File: src/rtl/pc_fetch_unit.sv
// pc_fetch_unit: instruction-fetch front end placed directly ahead of the I-cache.
// Owns the PC and presents it to the cache. A hit is sampled in the same cycle
// and registered toward decode. A miss freezes fetch until the refill pulse
// arrives, then the access is replayed. Also handles branch redirects, decode
// stalls and saturating fetch/stall counters.
// Optional feature macro: FETCH_ALIGN_CHECK_EN adds a sticky Misalign flag and
// forces redirect targets to word alignment.
module pc_fetch_unit #(
   parameter logic [31:0] RESET_PC = 32'd0,
   parameter int unsigned PC_STEP  = 4,
   parameter int unsigned CNT_W    = 20
) (
   input  logic             CLK,
   input  logic             RESET,
   input  logic             HitWrite,
   input  logic [31:0]      Data_Cache,
   input  logic             Refill_Done,
   input  logic             Redirect_Valid,
   input  logic [31:0]      Redirect_PC,
   input  logic             ID_Stall,
   output logic [31:0]      PC,
   output logic [31:0]      IF_Instruction,
   output logic [31:0]      IF_PC,
   output logic             IF_Valid,
   output logic             Fetch_Busy,
   output logic [CNT_W-1:0] CNT_FETCH,
   output logic [CNT_W-1:0] CNT_STALL
`ifdef FETCH_ALIGN_CHECK_EN
   ,
   output logic             Misalign
`endif
);

   typedef enum logic [1:0] {
      StRun    = 2'd0,
      StMiss   = 2'd1,
      StReplay = 2'd2
   } state_e;

   localparam logic [CNT_W-1:0] CntMax = {CNT_W{1'b1}};
   localparam logic [CNT_W-1:0] CntOne = CNT_W'(1);
   localparam logic [31:0]      PcInc  = 32'(PC_STEP);

   state_e      r_state;
   state_e      w_state_nxt;

   logic [31:0] r_pc;
   logic [31:0] r_if_instr;
   logic [31:0] r_if_pc;
   logic        r_if_valid;
   logic        r_pend_valid;
   logic [31:0] r_pend_pc;
   logic [CNT_W-1:0] r_cnt_fetch;
   logic [CNT_W-1:0] r_cnt_stall;

   logic [31:0] w_pc_nxt;
   logic [31:0] w_if_instr_nxt;
   logic [31:0] w_if_pc_nxt;
   logic        w_if_valid_nxt;
   logic        w_pend_valid_nxt;
   logic [31:0] w_pend_pc_nxt;
   logic        w_inc_fetch;
   logic        w_inc_stall;
   logic [31:0] w_redir_pc;

`ifdef FETCH_ALIGN_CHECK_EN
   logic        r_misalign;

   // Target is always word-aligned; low bits only feed the sticky flag.
   assign w_redir_pc = {Redirect_PC[31:2], 2'b00};

   // Sticky misalignment flag, set by any redirect with nonzero low bits.
   always_ff @(posedge CLK) begin
      if (RESET) begin
         r_misalign <= 1'b0;
      end else if (Redirect_Valid && (Redirect_PC[1:0] != 2'b00)) begin
         r_misalign <= 1'b1;
      end
   end

   assign Misalign = r_misalign;
`else
   assign w_redir_pc = Redirect_PC;
`endif

   // State register.
   always_ff @(posedge CLK) begin
      if (RESET) begin
         r_state <= StRun;
      end else begin
         r_state <= w_state_nxt;
      end
   end

   // Next-state and datapath next values; hold everything unless a case says otherwise.
   always_comb begin
      w_state_nxt      = r_state;
      w_pc_nxt         = r_pc;
      w_if_instr_nxt   = r_if_instr;
      w_if_pc_nxt      = r_if_pc;
      w_if_valid_nxt   = r_if_valid;
      w_pend_valid_nxt = r_pend_valid;
      w_pend_pc_nxt    = r_pend_pc;
      w_inc_fetch      = 1'b0;
      w_inc_stall      = 1'b0;

      unique case (r_state)
         StRun: begin
            if (Redirect_Valid) begin
               // Redirect wins over both a hit and a decode stall.
               w_pc_nxt       = w_redir_pc;
               w_if_valid_nxt = 1'b0;
            end else if (!ID_Stall) begin
               if (HitWrite) begin
                  w_if_instr_nxt = Data_Cache;
                  w_if_pc_nxt    = r_pc;
                  w_if_valid_nxt = 1'b1;
                  w_pc_nxt       = r_pc + PcInc;
                  w_inc_fetch    = 1'b1;
               end else begin
                  w_state_nxt    = StMiss;
                  w_if_valid_nxt = 1'b0;
               end
            end
         end

         StMiss: begin
            w_if_valid_nxt = 1'b0;
            w_inc_stall    = 1'b1;
            if (Refill_Done) begin
               if (Redirect_Valid) begin
                  // Same-cycle redirect is the newest pending target.
                  w_pc_nxt         = w_redir_pc;
                  w_state_nxt      = StRun;
                  w_pend_valid_nxt = 1'b0;
               end else if (r_pend_valid) begin
                  w_pc_nxt         = r_pend_pc;
                  w_state_nxt      = StRun;
                  w_pend_valid_nxt = 1'b0;
               end else begin
                  w_state_nxt = StReplay;
               end
            end else if (Redirect_Valid) begin
               w_pend_valid_nxt = 1'b1;
               w_pend_pc_nxt    = w_redir_pc;
            end
         end

         StReplay: begin
            if (Redirect_Valid) begin
               w_pc_nxt       = w_redir_pc;
               w_if_valid_nxt = 1'b0;
               w_state_nxt    = StRun;
            end else if (!ID_Stall) begin
               if (HitWrite) begin
                  w_if_instr_nxt = Data_Cache;
                  w_if_pc_nxt    = r_pc;
                  w_if_valid_nxt = 1'b1;
                  w_pc_nxt       = r_pc + PcInc;
                  w_inc_fetch    = 1'b1;
                  w_state_nxt    = StRun;
               end else begin
                  w_if_valid_nxt = 1'b0;
                  w_state_nxt    = StMiss;
               end
            end
         end

         default: begin
            w_state_nxt = StRun;
         end
      endcase
   end

   // PC, decode-side outputs and pending-redirect storage.
   always_ff @(posedge CLK) begin
      if (RESET) begin
         r_pc         <= RESET_PC;
         r_if_instr   <= 32'd0;
         r_if_pc      <= 32'd0;
         r_if_valid   <= 1'b0;
         r_pend_valid <= 1'b0;
         r_pend_pc    <= 32'd0;
      end else begin
         r_pc         <= w_pc_nxt;
         r_if_instr   <= w_if_instr_nxt;
         r_if_pc      <= w_if_pc_nxt;
         r_if_valid   <= w_if_valid_nxt;
         r_pend_valid <= w_pend_valid_nxt;
         r_pend_pc    <= w_pend_pc_nxt;
      end
   end

   // Saturating performance counters; they stick at all-ones.
   always_ff @(posedge CLK) begin
      if (RESET) begin
         r_cnt_fetch <= '0;
         r_cnt_stall <= '0;
      end else begin
         if (w_inc_fetch && (r_cnt_fetch != CntMax)) begin
            r_cnt_fetch <= r_cnt_fetch + CntOne;
         end
         if (w_inc_stall && (r_cnt_stall != CntMax)) begin
            r_cnt_stall <= r_cnt_stall + CntOne;
         end
      end
   end

   assign PC             = r_pc;
   assign IF_Instruction = r_if_instr;
   assign IF_PC          = r_if_pc;
   assign IF_Valid       = r_if_valid;
   assign Fetch_Busy     = (r_state != StRun);
   assign CNT_FETCH      = r_cnt_fetch;
   assign CNT_STALL      = r_cnt_stall;

endmodule

File: config.mk
export PLATFORM = sky130hd
export DESIGN_NAME = pc_fetch_unit
export DESIGN_NICKNAME = d
export VERILOG_FILES = /design/src/rtl/pc_fetch_unit.sv
export SDC_FILE = /design/constraint.sdc
export NUM_CORES = 1
export LEC_CHECK = 0
export ABC_AREA = 1
export CORE_MARGIN = 2
export CORE_UTILIZATION = 54
export DETAILED_ROUTE_END_ITERATION = 16
export GPL_TIMING_DRIVEN = 1
export PLACE_DENSITY_LB_ADDON = 0.25
export SLEW_MARGIN = 30
export SYNTH_ARGS = -nofsm -noshare
export SYNTH_HDL_FRONTEND = slang
export SYNTH_SLANG_ARGS = --single-unit
export TNS_END_PERCENT = 10
File: constraint.sdc
create_clock -name CLK -period 4.2 [get_ports CLK]
set_clock_uncertainty 0.05 [all_clocks]
set_input_delay 0.42 -clock CLK [delete_from_list [all_inputs] [get_ports CLK]]
set_output_delay 0.42 -clock CLK [all_outputs]
set_load 0.05 [all_outputs]
==> qor.yml, run 1 <==
hold_violations: 0
rows: 45
crit_arrival_ns: 3.05
core_area_um2: 15300
min_to: "r_pend_pc[11]$_SDFFE_PP0P_"
p_sw_share_pct: 32.3
hp-class: "reg -> reg"
min_from: "r_pend_pc[11]$_SDFFE_PP0P_"
syn_to_final_growth_pct: 31.3
clk_pin_slew_ns: 0.07
diodes: 0
cts_resized: 0
yosys_most_used_dff: "dfxtp_1"
drive_gt1_share_pct: 6.97
grt_pass1_vias: 7714
period_minus_slack_ns: 2.81
reg2reg_slack_ns: 1.39
synthDistinctLibCells: 39
rsz0062_at_grt: "false"
path_class: "reg -> reg"
hold_buffers: 0
die_x_um: 129
fillers: 1288
track_usage_pct: 29.0
drt-pass1-iter-count: 5
avgRoutedWirePerCell_um: 14.9
fp.dieArea_um2: 16800
synth_area_per_cell_um2: 6.80
cts_setup_buffers: 0
grt_max_degree: 85
overflow: 0
cts_inserted_buffers: 17
yosysSeqAreaShare_pct: 40.5
die_h_um: 129
cp_max_fo: 57
critPathCaptureType: "flip-flop"
antenna_found_initial: 0
switchingPower_mw: 1.43
setup_viol: 0
ios: 208
maxCapViolCount: 0
power_density_nw_per_um2: 395
synthArstFlopShare_pct: 0
synthTopCellsByArea: "dfxtp_1 (40%), nand2_1 (13%), nor2_1 (11%), o21ai_0 (7.0%), a21oi_1 (6.3%)"
postRouteWirelength_um: 24600
initial_core_util_pct: 55.5
r2r-start: "r_state[0]$_SDFFE_PP0P_"
clk_latency_ns: 0.43
internal-power_mw: 2.99
synth_edf_count: 0
worstRegToRegCells: 9
nNetsFinal: 1494
yosys.area.top_type_share_pct: 40.5
fmax_mhz: 355
pwr-share-clk_pct: 37.2
yosysWarnings: 0
cts_max_level: 4
vdd_drop_max_v: 0.000322
clock-sinks: 172
p_seq_share_pct: 41.6
tightestPinTransition_ns: 0.764
clockRootBuffer: "clkbuf_16"
synth_seq_cells: 172
fin_crit_sh_pct: 67.0
drc_errors: 0
gp_congestion: 0.986
synth_top_area_cell: "dfxtp_1"
final_util_pct: 72.9
drt_iter0_markers: 1010
reg2reg_to: "CNT_FETCH[14]$_SDFFE_PP0P_"
vias: 8741
min_path_cells: 2
port_buffers: 207
cts_tree: "yes"
power_frac_comb_pct: 21.2
max_slew_margin_pct: 49.0
ant_nets: 0
slew_violations: 0
viasPerCell: 5.31
dp_hpwl_um: 17600
synthesis.area_um2: 8500
cts_max_path_buffers: 2
grt_pass1_wl_um: 38800
synth_nets: 1324
critPathRequiredTime_ns: 4.44
outcome: "finished clean"
p_leak_nw: 4.17
syn_inst: 1251
start_kind: "flip-flop"
setup_tns_ns: 0
## per-layer routing
layer | GRT usage, % | routed length [µm]
met1 | 40.0 | 10800
met2 | 46.7 | 11300
met4 | 7.72 | 295
met3 | 5.95 | 2160
met5 | 0 | 0
## power groups by stage
stage | clock network (mW) | registers (mW) | logic [mW]
floorplan | 0 | 2.12 | 0.348
global placement | 0 | 1.87 | 0.917
detailed placement | 0 | 1.87 | 0.928
CTS | 1.66 | 1.84 | 0.933
global route | 1.73 | 1.85 | 1.00
finish | 1.64 | 1.84 | 0.936
## placed cells by master, fill, tap and decap left out, types with 15 or more instances in the layout
master           instances
nand2_1                295
nor2_1                 243
clkdlybuf4s50_1        206
dfxtp_1                172
o21ai_0                119
a21oi_1                107
inv_1                   60
nand3_1                 51
xor2_1                  19
o21ai_1                 18
clkbuf_16               17
xnor2_1                 15
## registers in the layout, indices dropped and copies added, names as in the netlist
signal and cells:
IF_Instruction 32, IF_PC 32, PC 32, r_pend_pc 32
CNT_FETCH 20, CNT_STALL 20, r_state 2, IF_Valid 1
r_pend_valid 1
## layout make-up
cell class              count  area (µm²)  share of cell area, %
inverters                  70         267                   2.39
clock inverters            15         189                   1.69
well taps                 211         264                   2.36
repair buffers            216        2150                   19.2
clock buffers              17         425                   3.81
multi-input cells         944        4430                   39.7
flip-flops and latches    172        3440                   30.8
## how the worst max path moves through the flow
| stage | startpoint | end | slack (ns) |
|---|---|---|---|
| floorplan | CNT_FETCH[0]$_SDFFE_PP0P_ | CNT_FETCH[17]$_SDFFE_PP0P_ | 2.06 |
| global placement | Redirect_Valid | CNT_FETCH[0]$_SDFFE_PP0P_ | 1.25 |
| detailed placement | Redirect_Valid | CNT_FETCH[15]$_SDFFE_PP0P_ | 1.24 |
| CTS | r_state[0]$_SDFFE_PP0P_ | CNT_FETCH[15]$_SDFFE_PP0P_ | 1.59 |
| global route | r_state[0]$_SDFFE_PP0P_ | CNT_FETCH[0]$_SDFFE_PP0P_ | 1.09 |
| finish | r_state[0]$_SDFFE_PP0P_ | CNT_FETCH[14]$_SDFFE_PP0P_ | 1.39 |
## worst max-delay path: stages (launching register included)
cell	delay [ns]
dfxtp_1	0.31
buf_4	0.28
nor2_4	0.07
nand3_1	0.07
buf_4	0.37
clkinv_2	0.71
nand2_8	0.46
inv_4	0.16
nand2_1	0.12
a21oi_2	0.05
## cell families (layout without fill, tap and decap cells)
family | Yosys count | count (layout) | share of synthesized area [%]
simple gates | 629 | 629 | 30.3
compound gates | 278 | 278 | 17.8
flops | 172 | 172 | 40.5
buf+inv | 135 | 318 | 7.39
xor+xnor | 34 | 34 | 3.50
fa+ha+maj | 3 | 3 | 0.441
## synth_stat cells (6+ instances only)
master / number
nand2_2: 14
o21ai_0: 119
nand3_1: 51
nand2_1: 295
inv_1: 61
o21ai_1: 18
xor2_1: 19
buf_6: 8
a21oi_1: 107
buf_4: 6
o21a_1: 7
inv_2: 8
dfxtp_1: 172
nor2_1: 243
buf_2: 16
xnor2_1: 15
nor2_2: 6
clkbuf_1: 31
a21oi_2: 11
## metrics by stage
| step | hold slack [ns] | setup slack (ns) | total power, mW | instance area (µm²) | cells |
|---|---|---|---|---|---|
| floorplan | 0.374 | 2.06 | 2.47 | 8500 | 1251 |
| CTS | 0.396 | 1.59 | 4.42 | 11200 | 1645 |
| global route | 0.429 | 1.09 | 4.58 | 11200 | 1645 |
| finish | 0.397 | 1.39 | 4.42 | 11200 | 1645 |
| detailed placement | 0.386 | 1.24 | 2.80 | 10600 | 1613 |
| global placement | 0.383 | 1.25 | 2.79 | 10600 | 1613 |
Note: power is estimated with default switching activity, not from simulation.
==> run 2, diff against run 1 <==
--- a/config.mk
+++ b/config.mk
@@ -7,7 +7,7 @@
 export LEC_CHECK = 0
 export ABC_AREA = 1
 export CORE_MARGIN = 2
-export CORE_UTILIZATION = 54
+export CORE_UTILIZATION = 50
 export DETAILED_ROUTE_END_ITERATION = 16
 export GPL_TIMING_DRIVEN = 1
 export PLACE_DENSITY_LB_ADDON = 0.25
==> constraint.sdc (replaced) <==
create_clock -name CLK -period 2.71 [get_ports CLK]
set_clock_uncertainty 0.05 [all_clocks]
set_input_delay 0.271 -clock CLK [delete_from_list [all_inputs] [get_ports CLK]]
set_output_delay 0.271 -clock CLK [all_outputs]
set_load 0.05 [all_outputs]
==> qor.yml, run 2 (same netlist as run 1, synthesis figures left out) <==
grt_max_degree: 72  # was 85
clock-sinks: 172  # unchanged
clk_latency_ns: 0.43  # about the same
ios: 208  # unchanged
setup_tns_ns: 0  # unchanged
cts_inserted_buffers: 17  # unchanged
die_h_um: 134  # was 129 µm
port_buffers: 207  # unchanged
hold_buffers: 0  # unchanged
dp_hpwl_um: 17800  # was 17600 µm
core_area_um2: 16600  # was 15300 µm²
diodes: 0  # unchanged
tightestPinTransition_ns: 0.702  # was 0.764 ns
fin_crit_sh_pct: 89.4
viasPerCell: 5.27  # was 5.31
maxCapViolCount: 0  # unchanged
fillers: 1477  # was 1288
die_x_um: 134  # was 129 µm
crit_arrival_ns: 2.10  # was 3.05 ns
outcome: "finished clean"  # unchanged
critPathCaptureType: "primary output"  # was flip-flop
rows: 47  # was 45
p_leak_nw: 4.22  # was 4.17 nW
final_util_pct: 68.0  # was 72.9%
drt-pass1-iter-count: 5  # unchanged
cts_max_level: 4  # unchanged
track_usage_pct: 27.4  # was 29.0%
max_slew_margin_pct: 53.2  # was 49.0%
hold_slack_ns: 0.376  # was 0.397 ns
avgRoutedWirePerCell_um: 15.1  # was 14.9 µm
slew_violations: 0  # unchanged
hp-class: "in -> reg"  # was reg -> reg
period_minus_slack_ns: 2.42
gp_congestion: 0.888  # was 0.986
cts_max_path_buffers: 2  # unchanged
power_density_nw_per_um2: 627  # was 395 nW/µm²
grt_pass1_wl_um: 39900  # was 38800 µm
syn_to_final_growth_pct: 32.6  # was 31.3%
seq_area_um2: 3440  # unchanged
drt_iter0_markers: 888  # was 1010
postRouteWirelength_um: 25000  # was 24600 µm
mostFrequentLayoutCell: "nand2_1"  # unchanged
rsz0062_at_grt: "false"  # unchanged
setup_viol: 0  # unchanged
vdd_drop_max_v: 0.000514  # was 0.000322 V
drive_gt1_share_pct: 7.36  # was 6.97%
layout_common_cells: "nand2_1 (295), nor2_1 (243), clkdlybuf4s50_1 (206)"  # unchanged
cts_setup_buffers: 0  # unchanged
hold_violations: 0  # unchanged
start_kind: "flip-flop"  # unchanged
antenna_found_initial: 0  # unchanged
multi_input_comb_area_um2: 4430  # unchanged
path_class: "reg -> out"  # was reg -> reg
fp.dieArea_um2: 18100  # was 16800 µm²
overflow: 0  # unchanged
cts_resized: 0  # unchanged
clk_pin_slew_ns: 0.07  # about the same
cp_max_fo: 10  # was 57
fmax_mhz: 413
nNetsFinal: 1500  # was 1494
ant_nets: 0  # unchanged
clockRootBuffer: "clkbuf_16"  # unchanged
vias: 8751  # was 8741
grt_pass1_vias: 7953  # was 7714
initial_core_util_pct: 51.3  # was 55.5%
cts_tree: "yes"  # unchanged
drc_errors: 0  # unchanged
critPathRequiredTime_ns: 2.39  # was 4.44 ns
run 2: changes by cell type in the layout (fill, tap and decap cells not counted), sizes merged:
cell    previous run  this run
buf               10        16
bufinv             3         5
inv               74        76
clkinv             7         3
run 2: metrics by stage:
| step | worst slack [ns] | instance area [µm²] | power (mW) | instances |
|---|---|---|---|---|
| 3_3_place_gp | 0.526 | 10600 | 4.35 | 1628 |
| 5_1_grt | 0.246 | 11300 | 7.31 | 1660 |
| 3_5_place_dp | 0.518 | 10600 | 4.36 | 1628 |
| 6_report | 0.286 | 11300 | 7.07 | 1660 |
| 2_1_floorplan | 0.573 | 8500 | 3.83 | 1251 |
| 4_1_cts | 0.305 | 11300 | 7.09 | 1660 |
run 2: final cells by class:
type	count	area share, %
clock buffers	17	3.77
clock inverters	15	2.06
multi-input cells	944	39.3
repair buffers	222	19.5
inverters	70	2.35
flip-flops and latches	172	30.5
well taps	220	2.44
run 2: final timing paths:
kind | slack, ns | depth (start not counted) | end | startpoint
worst min register to register | 0.40 | 2 | r_pend_pc[0]$_SDFFE_PP0P_ | r_pend_pc[0]$_SDFFE_PP0P_
worst max register to register | 0.57 | 10 | PC[20]$_SDFFE_PP0P_ | PC[3]$_SDFFE_PP0P_
worst max-delay path | 0.29 | 3 | Fetch_Busy | r_state[0]$_SDFFE_PP0P_
worst min-delay path | 0.38 | 3 | r_pend_pc[29]$_SDFFE_PP0P_ | Redirect_PC[29]
run 2: critical path, cell delays in order (launching register included):
cell	delay [ns]
dfxtp_1	0.61
nor2_1	0.12
inv_1	0.10
clkdlybuf4s50_1	0.84
run 2: power by group:
| group | total, mW | switching (mW) | internal, mW | leakage [nW] |
|---|---|---|---|---|
| sequential | 2.85 | 0.172 | 2.68 | 1.40 |
| combinational | 1.48 | 0.971 | 0.505 | 2.50 |
| clock | 2.75 | 1.09 | 1.66 | 0.320 |
| total | 7.07 | 2.23 | 4.84 | 4.22 |
run 2: routing by layer:
| metal | track usage, % | share of wire [%] |
|---|---|---|
| met5 | 0 | 0 |
| met4 | 9.30 | 2.2 |
| met3 | 4.84 | 7.7 |
| met2 | 43.8 | 45 |
| met1 | 37.5 | 45 |
==> run 3, diff against run 2 <==
==> constraint.sdc (replaced) <==
create_clock -name CLK -period 2.71 [get_ports CLK]
set_clock_uncertainty 0.05 [all_clocks]
set_input_delay 0.4065 -clock CLK [delete_from_list [all_inputs] [get_ports CLK]]
set_output_delay 0.4065 -clock CLK [all_outputs]
set_load 0.05 [all_outputs]
==> qor.yml, run 3 (same netlist as run 1, synthesis figures left out) <==
outcome: "finished clean"  # unchanged
cts_tree: "yes"  # unchanged
die_h_um: 134  # unchanged
cp_slowest_cell: "clkdlybuf4s50_1"  # unchanged
grt_pass1_vias: 7794  # was 7953
min_path_cells: 2  # was 3
postRouteWirelength_um: 25500  # was 25000 µm
drt_iter0_markers: 790  # was 888
cp_max_fo: 6  # was 10
min_to: "r_pend_pc[0]$_SDFFE_PP0P_"  # was r_pend_pc[29]$_SDFFE_PP0P_
syn_to_final_growth_pct: 32.6  # unchanged
reg2reg_to: "CNT_STALL[0]$_SDFFE_PP0P_"  # was PC[20]$_SDFFE_PP0P_
worstRegToRegCells: 10  # unchanged
power_density_nw_per_um2: 621  # was 627 nW/µm²
initial_core_util_pct: 51.3  # unchanged
cts_inserted_buffers: 17  # unchanged
grt_pass1_wl_um: 40400  # was 39900 µm
fin_ws_ns: 0.412  # was 0.286 ns
r2r-start: "CNT_STALL[0]$_SDFFE_PP0P_"  # was PC[3]$_SDFFE_PP0P_
hp-class: "reg -> reg"  # was in -> reg
track_usage_pct: 27.8  # was 27.4%
layout_common_cells: "nand2_1 (295), nor2_1 (243), clkdlybuf4s50_1 (205)"  # was nand2_1 (295), nor2_1 (243), clkdlybuf4s50_1 (206)
diodes: 0  # unchanged
power_frac_comb_pct: 21.3  # was 20.9%
start_kind: "flip-flop"  # unchanged
max_slew_margin_pct: 53.9  # was 53.2%
cts_setup_buffers: 0  # unchanged
rsz0062_at_grt: "false"  # unchanged
setup_viol: 0  # unchanged
period_minus_slack_ns: 2.30  # was 2.42 ns
ant_nets: 0  # unchanged
hold_slack_ns: 0.400  # was 0.376 ns
setup_tns_ns: 0  # unchanged
clock-sinks: 172  # unchanged
critPathMaxStageDelay_ns: 0.88  # was 0.84 ns
internal-power_mw: 4.77  # was 4.84 mW
port_buffers: 207  # unchanged
path_class: "reg -> out"  # unchanged
clk_pin_slew_ns: 0.06  # was 0.07 ns
crit_buf_inv: 1  # was 2
critPathRequiredTime_ns: 2.25  # was 2.39 ns
rows: 47  # unchanged
cp_top_family: "buffers and inverters"  # unchanged
cts_resized: 0  # unchanged
seq_area_um2: 3440  # unchanged
fmax_mhz: 435  # was 413 MHz
p_leak_nw: 4.22  # about the same
p_sw_share_pct: 31.9  # was 31.6%
fillers: 1493  # was 1477
maxCapViolCount: 0  # unchanged
clk_latency_ns: 0.43  # about the same
drt-pass1-iter-count: 7  # was 5
nNetsFinal: 1502  # was 1500
slew_violations: 0  # unchanged
drive_gt1_share_pct: 7.56  # was 7.36%
fin_crit_sh_pct: 84.8  # was 89.4%
cts_max_path_buffers: 2  # unchanged
startpoint: "PC[9]$_SDFFE_PP0P_"  # was r_state[0]$_SDFFE_PP0P_
hold_violations: 0  # unchanged
viasPerCell: 5.28  # was 5.27
post-place-ws_ns: 0.379  # was 0.518 ns
hold_buffers: 0  # unchanged
critPathCaptureType: "primary output"  # unchanged
p_seq_share_pct: 40.6  # was 40.3%
core_area_um2: 16600  # unchanged
tightestPinTransition_ns: 0.691  # was 0.702 ns
switchingPower_mw: 2.23  # about the same
drc_errors: 0  # unchanged
min_from: "r_pend_pc[0]$_SDFFE_PP0P_"  # was Redirect_PC[29]
overflow: 0  # unchanged
pwr-share-clk_pct: 38.2  # was 38.8%
grt_max_degree: 72  # unchanged
vdd_drop_max_v: 0.000552  # was 0.000514 V
avgRoutedWirePerCell_um: 15.3  # was 15.1 µm
dp_hpwl_um: 18200  # was 17800 µm
antenna_found_initial: 0  # unchanged
fp.dieArea_um2: 18100  # unchanged
cp_cell_sequence: "clkdlybuf4s50_1"  # was nor2_1 -> inv_1 -> clkdlybuf4s50_1
die_x_um: 134  # unchanged
clockRootBuffer: "clkbuf_16"  # unchanged
crit_arrival_ns: 1.84  # was 2.10 ns
vias: 8783  # was 8751
cts_max_level: 4  # unchanged
mostFrequentLayoutCell: "nand2_1"  # unchanged
multi_input_comb_area_um2: 4430  # unchanged
reg2reg_slack_ns: 0.60  # was 0.57 ns
ios: 208  # unchanged
gp_congestion: 0.903  # was 0.888
-- run 3: cell types whose count changed in the layout (fill, tap and decap cells not counted), sizes merged --
| cell | previous run | this run |
|---|---|---|
| inv | 76 | 75 |
| bufinv | 5 | 4 |
| clkinv | 3 | 2 |
| buf | 16 | 19 |
| clkdlybuf4s50 | 206 | 205 |
| clkbuf | 17 | 18 |
| clkinvlp | 1 | 3 |
-- run 3: worst register-to-register path, delay by kind of cell, from the launching register on --
family | cells | cell delay (ns)
AOI/OAI and AO/OA | 2 | 0.26
DFF | 1 | 0.44
adders and majority gates | 1 | 0.31
buffers and inverters | 1 | 0.25
and+or+nand+nor | 6 | 0.75
-- run 3: per-stage QoR --
stage                     total power [mW]  instance area, µm²  util [%]  instances
after floorplan                       3.83                8500         -       1251
after global placement                4.36               10600      64.1       1630
after detailed placement              4.37               10600      64.1       1630
after CTS                             7.04               11300      68.0       1662
after global routing                  7.26               11300      68.0       1662
final                                 7.00               11300      68.0       1662
-- run 3: layer usage --
layer / GRT usage, % / routed length (µm)
met4: 8.77 / 481
met2: 44.5 / 11800
met5: 0 / 0
met1: 38.4 / 11300
met3: 4.57 / 1880
-- run 3: worst max-delay path by stage --
stage / end / slack [ns] / cells after the start
after floorplan: CNT_FETCH[17]$_SDFFE_PP0P_ / 0.57 / 11
after global placement: r_pend_pc[3]$_SDFFE_PP0P_ / 0.47 / 6
after detailed placement: r_pend_pc[11]$_SDFFE_PP0P_ / 0.38 / 6
after CTS: PC[9] / 0.40 / 1
after global routing: PC[9] / 0.38 / 1
final: PC[9] / 0.41 / 1
-- run 3: final cells by class --
class	count	area share [%]
inverter	70	2.35
sequential	172	30.5
tap	220	2.44
multi-input combinational	944	39.3
clock buffer	18	3.89
timing repair buffer	224	19.7
clock inverter	14	1.83
-- run 3: power groups by stage --
stage               Clock (mW)  Combinational (mW)  Sequential [mW]
finish                    2.68                1.49             2.84
global route              2.81                1.59             2.86
CTS                       2.71                1.49             2.84
detailed placement           0                1.48             2.89
global placement             0                1.47             2.89
floorplan                    0               0.539             3.29
==> patch 1, RTL diff (config.mk and constraints of run 3) <==
The parameter `CNT_W` goes from 20 to 40.
--- a/src/rtl/pc_fetch_unit.sv
+++ b/src/rtl/pc_fetch_unit.sv
@@ -8,7 +8,7 @@
 module pc_fetch_unit #(
    parameter logic [31:0] RESET_PC = 32'd0,
    parameter int unsigned PC_STEP  = 4,
-   parameter int unsigned CNT_W    = 20
+   parameter int unsigned CNT_W    = 40
 ) (
    input  logic             CLK,
    input  logic             RESET,
Ports: changed (resized CNT_FETCH and CNT_STALL); port bits go from 208 to 248. No check against the original RTL was run, so the function may have changed too.
==> patch 1 against run 3 <==
Sequential cell count is 40 higher. Routed wire length is 39% higher. Synthesized area is 32% higher. Non-clock buffer count is 50 higher. Final area is 31% higher. Global-route usage is 1.1 points higher. Setup slack worse by 0.14 ns. Cell count is 35% higher. Total power is 18% higher. Combinational power is 3% higher. Critical endpoint is now PC[17]. Largest power group unchanged.
==> patch 1: results (changes against run 3) <==
status -> complete, no violations
# clock sinks -> 212 (+23%)
post-synthesis share of cell area spent on full adders, half adders and majority gates -> 0.333% (-0.11 points)
largest cells by area after synthesis -> sky130_fd_sc_hd__dfxtp_1 38%, sky130_fd_sc_hd__nand2_1 16%, sky130_fd_sc_hd__nor2_1 12%
worst-path fanout max -> 7 (+1)
share of post-route cells with drive strength above 1 -> 7.75% (+0.19 points)
later-pin clock latency in the skew report -> 0.52 ns (+0.09 ns)
worst hold slack across all endpoints -> 0.314 ns (-0.0860 ns)
first-pass GRT wire length -> 56500 um (+40%)
clk tree area frac -> 5.37% (-0.35 points)
Vias per Instance -> 5.35 (+1.3%)
Routability Congestion -> 0.962 (+6.6%)
post-layout min period -> 2.44 ns (+0.144 ns)
Clock Tree Buf Depth -> 3 (+1)
multi-input combinational cell count -> 1341 (+42%)
number of nets in the synthesized netlist -> 1799 (+36%)
count of non-filler cells in the finished layout -> 2241 (+35%)
post-synthesis sequential area ratio -> 37.7% (-2.8 points)
proportion of cell area occupied by registers -> 28.8% (-1.7 points)
combinational power -> 1.53 mW (+3%)
number of buffers created by CTS -> 24 (+7)
distinct cell type count after synthesis -> 44 (+13%)
proportion of cell area occupied by multi-input gates -> 42.4% (+3.1 points)
final HPWL from detailed placement -> 25600 um (+40%)
CTS H-tree lvls -> 1 (-3)
==> patch 1: layer usage <==
metal  up-vias  track usage, %  wire (um)
li1       5972               -          -
met1      5446            36.0      14500
met2       482            49.0      16800
met3        99            4.88       2520
met4         0            13.2       1610
met5         -               0          0
==> patch 1: path summary, 6_finish.rpt <==
check / startpoint / endpoint / depth (start not counted)
max: PC[17]$_SDFFE_PP0P_ / PC[17] / 1
max reg2reg: CNT_STALL[0]$_SDFFE_PP0P_ / CNT_STALL[3]$_SDFFE_PP0P_ / 11
min: RESET / CNT_STALL[8]$_SDFFE_PP0P_ / 4
min reg2reg: r_pend_pc[1]$_SDFFE_PP0P_ / r_pend_pc[1]$_SDFFE_PP0P_ / 2
==> patch 1: kinds of logic (layout without fill, tap and decap cells) <==
family                     Yosys count  count (layout)
DFF                                212             212
adders and majority gates            3               3
and+or+nand+nor                    967             967
AOI/OAI and AO/OA                  326             326
xor gates and xnor gates            45              45
buffers and inverters              173             408
==> patch 2, RTL diff (flow settings as in run 3) <==
Made on the original files. Take the reset off `r_if_instr` and load it in a clocked block of its own.
--- a/src/rtl/pc_fetch_unit.sv
+++ b/src/rtl/pc_fetch_unit.sv
@@ -176,19 +176,21 @@
    always_ff @(posedge CLK) begin
       if (RESET) begin
          r_pc         <= RESET_PC;
-         r_if_instr   <= 32'd0;
          r_if_pc      <= 32'd0;
          r_if_valid   <= 1'b0;
          r_pend_valid <= 1'b0;
          r_pend_pc    <= 32'd0;
       end else begin
          r_pc         <= w_pc_nxt;
-         r_if_instr   <= w_if_instr_nxt;
          r_if_pc      <= w_if_pc_nxt;
          r_if_valid   <= w_if_valid_nxt;
          r_pend_valid <= w_pend_valid_nxt;
          r_pend_pc    <= w_pend_pc_nxt;
       end
+   end
+
+   always_ff @(posedge CLK) begin
+      r_if_instr <= w_if_instr_nxt;
    end
 
    // Saturating performance counters; they stick at all-ones.
Behaviour: not the same (Yosys sat finds a counterexample within 4 cycles, from zero or initial values and one cycle with RESET high).
==> patch 2 against run 3 <==
Routed wire length is 8.0% lower. Total power fell by 7.3%. Global-route usage decreased by 1.4 points. Synthesized area fell by 2.6%. Sequential cell count unchanged. Setup slack got worse by 0.0020 ns. Sequential share of layout area up 3.6 points. Final area fell by 2.3%. First-iteration DRC count shrank 4.8%. Combinational power fell by 11%. Critical path type unchanged. Largest power group unchanged. Highest routed layer unchanged.
==> patch 2: results (changes against run 3) <==
Detailed Routing Iterations Pass 1 -> 6 (-1)
Critical Path Slowest Stage Cell -> sky130_fd_sc_hd__clkdlybuf4s50_1
worst min-delay path class -> flop to flop
post-cts gate resize count -> 0 (unchanged)
Synth top cells by count -> 335 x sky130_fd_sc_hd__nand2_1, 193 x sky130_fd_sc_hd__nor2_1, 140 x sky130_fd_sc_hd__dfxtp_1, 123 x sky130_fd_sc_hd__a21oi_1, 73 x sky130_fd_sc_hd__o21ai_0
mean cell area of the mapped netlist -> 7.04 um^2 (+3.5%)
later-pin clock latency in the skew report -> 0.43 ns (about the same)
R2R Setup Slk -> 0.53 ns (-0.07 ns)
Max IR drop VDD -> 0.463 mV (-16%)
pin count of the biggest net entering global routing -> 70 (-2.8%)
DP Area -> 10500 um^2 (-1.3%)
total routing resource utilization after global routing -> 26.4% (-1.4 points)
number of global-route vias before repair -> 7420 (-4.8%)
Port Buffers -> 207 (unchanged)
number of cells in the design after placement -> 1565 (-4.0%)
transition time at the pin with the least slew margin -> 0.624 ns (-0.0667 ns)
fin worst setup slack -> 0.410 ns (-0.00200 ns)
worst-path fanout max -> 8 (+2)
Synth Area in XOR/XNOR -> 3.17% (-0.33 points)
total wire length -> 23400 um (-8.0%)
largest cells by area after synthesis -> sky130_fd_sc_hd__dfxtp_1 34%, sky130_fd_sc_hd__nand2_1 15%, sky130_fd_sc_hd__edfxtp_1 12%
violation count after the first detailed-route iteration -> 752 (-4.8%)
final HPWL from detailed placement -> 17000 um (-6.5%)
antenna fix cells -> 0 (unchanged)
first-pass GRT wire length -> 37300 um (-7.8%)
post-synthesis sequential area ratio -> 45.4% (+4.9 points)
count of vias placed by the detailed router -> 8305 (-5.4%)
count of non-filler cells in the finished layout -> 1597 (-3.9%)
pre-CTS WS -> 0.329 ns (-0.0504 ns)
distinct cell type count after synthesis -> 37 (-5.1%)
Worst setup endpoint -> PC[11]
endpoint of the worst register-to-register path -> CNT_FETCH[17]$_SDFFE_PP0P_
Clock Tree Buf Depth -> 2 (unchanged)
share of the synthesized area in compound gates (AO/OA/AOI/OAI) -> 14.3% (-3.5 points)
CTS H-tree lvls -> 4 (unchanged)
Routability Congestion -> 0.928 (+2.9%)
leakage dissipation -> 4.01 nW (-4.9%)
Top Family by Delay on Critical Path -> buffers and inverters
post-synthesis share of cell area spent on full adders, half adders and majority gates -> 0.453% (+0.012 points)
share of post-route cells with drive strength above 1 -> 5.59% (-2.0 points)
number of nets at the end of the flow -> 1437 (-4.3%)
status -> complete, no violations
startpoint of the worst setup timing path -> PC[11]$_SDFFE_PP0P_
proportion of register bits with asynchronous set or reset after synthesis -> 0% (unchanged)
beginning of the worst register-to-register path -> CNT_FETCH[0]$_SDFFE_PP0P_
number of nets in the synthesized netlist -> 1250 (-5.6%)
number of buffers created by CTS -> 17 (unchanged)
number of synthesized flops with an enable pin -> 32 (+32)
-- patch 2: cell types whose count changed in the layout (fill, tap and decap cells not counted), moves of 8 or more --
cell                       delta
sky130_fd_sc_hd__o21ai_0     -46
sky130_fd_sc_hd__nand2_1     +40
sky130_fd_sc_hd__a21oi_1     +16
sky130_fd_sc_hd__dfxtp_1     -32
sky130_fd_sc_hd__nor2_1      -50
sky130_fd_sc_hd__nand2_2      -8
sky130_fd_sc_hd__a21oi_2     -11
sky130_fd_sc_hd__edfxtp_1    +32
-- patch 2: worst min path at each step --
| stage | slack [ns] | end | startpoint | cells after the start |
|---|---|---|---|---|
| 2_1_floorplan | 0.38 | r_pend_pc[0]$_SDFFE_PP0P_ | r_pend_pc[0]$_SDFFE_PP0P_ | 2 |
| 3_3_place_gp | 0.39 | r_pend_pc[1]$_SDFFE_PP0P_ | r_pend_pc[1]$_SDFFE_PP0P_ | 2 |
| 3_5_place_dp | 0.40 | r_pend_pc[0]$_SDFFE_PP0P_ | r_pend_pc[0]$_SDFFE_PP0P_ | 2 |
| 4_1_cts | 0.40 | r_pend_pc[0]$_SDFFE_PP0P_ | r_pend_pc[0]$_SDFFE_PP0P_ | 2 |
| 5_1_grt | 0.43 | r_pend_pc[1]$_SDFFE_PP0P_ | r_pend_pc[1]$_SDFFE_PP0P_ | 2 |
| 6_report | 0.41 | r_pend_pc[0]$_SDFFE_PP0P_ | r_pend_pc[0]$_SDFFE_PP0P_ | 2 |
-- patch 2: logic make-up (layout without fill, tap and decap cells) --
group,Yosys count,after routing
xor gates and xnor gates,30,30
buffers and inverters,122,322
AOI/OAI and AO/OA,232,232
adders and majority gates,3,3
DFF,172,172
and+or+nand+nor,618,618
-- patch 2: cell type report --
| type | instances | area, um^2 |
|---|---|---|
| clock buffers | 24 | 462 |
| clock inverters | 8 | 70.1 |
| fillers | 1420 | 5380 |
| inverters | 69 | 259 |
| multi-input cells | 883 | 3990 |
| flip-flops and latches | 172 | 3760 |
| well taps | 220 | 275 |
| repair buffers | 221 | 2210 |
-- patch 2: power by group --
group	total [mW]	switching (mW)	internal, mW
logic	1.33	0.878	0.452
registers	2.90	0.164	2.74
clock network	2.26	0.976	1.28
-- patch 2: layer usage --
layer / global-route usage [%] / up-vias / part of all wire [%]
met3: 4.52 / 47 / 5.4
met2: 42.6 / 295 / 48
met4: 11.1 / 0 / 3.3
met5: 0 / - / 0
met1: 35.2 / 3775 / 44
li1: - / 4188 / -
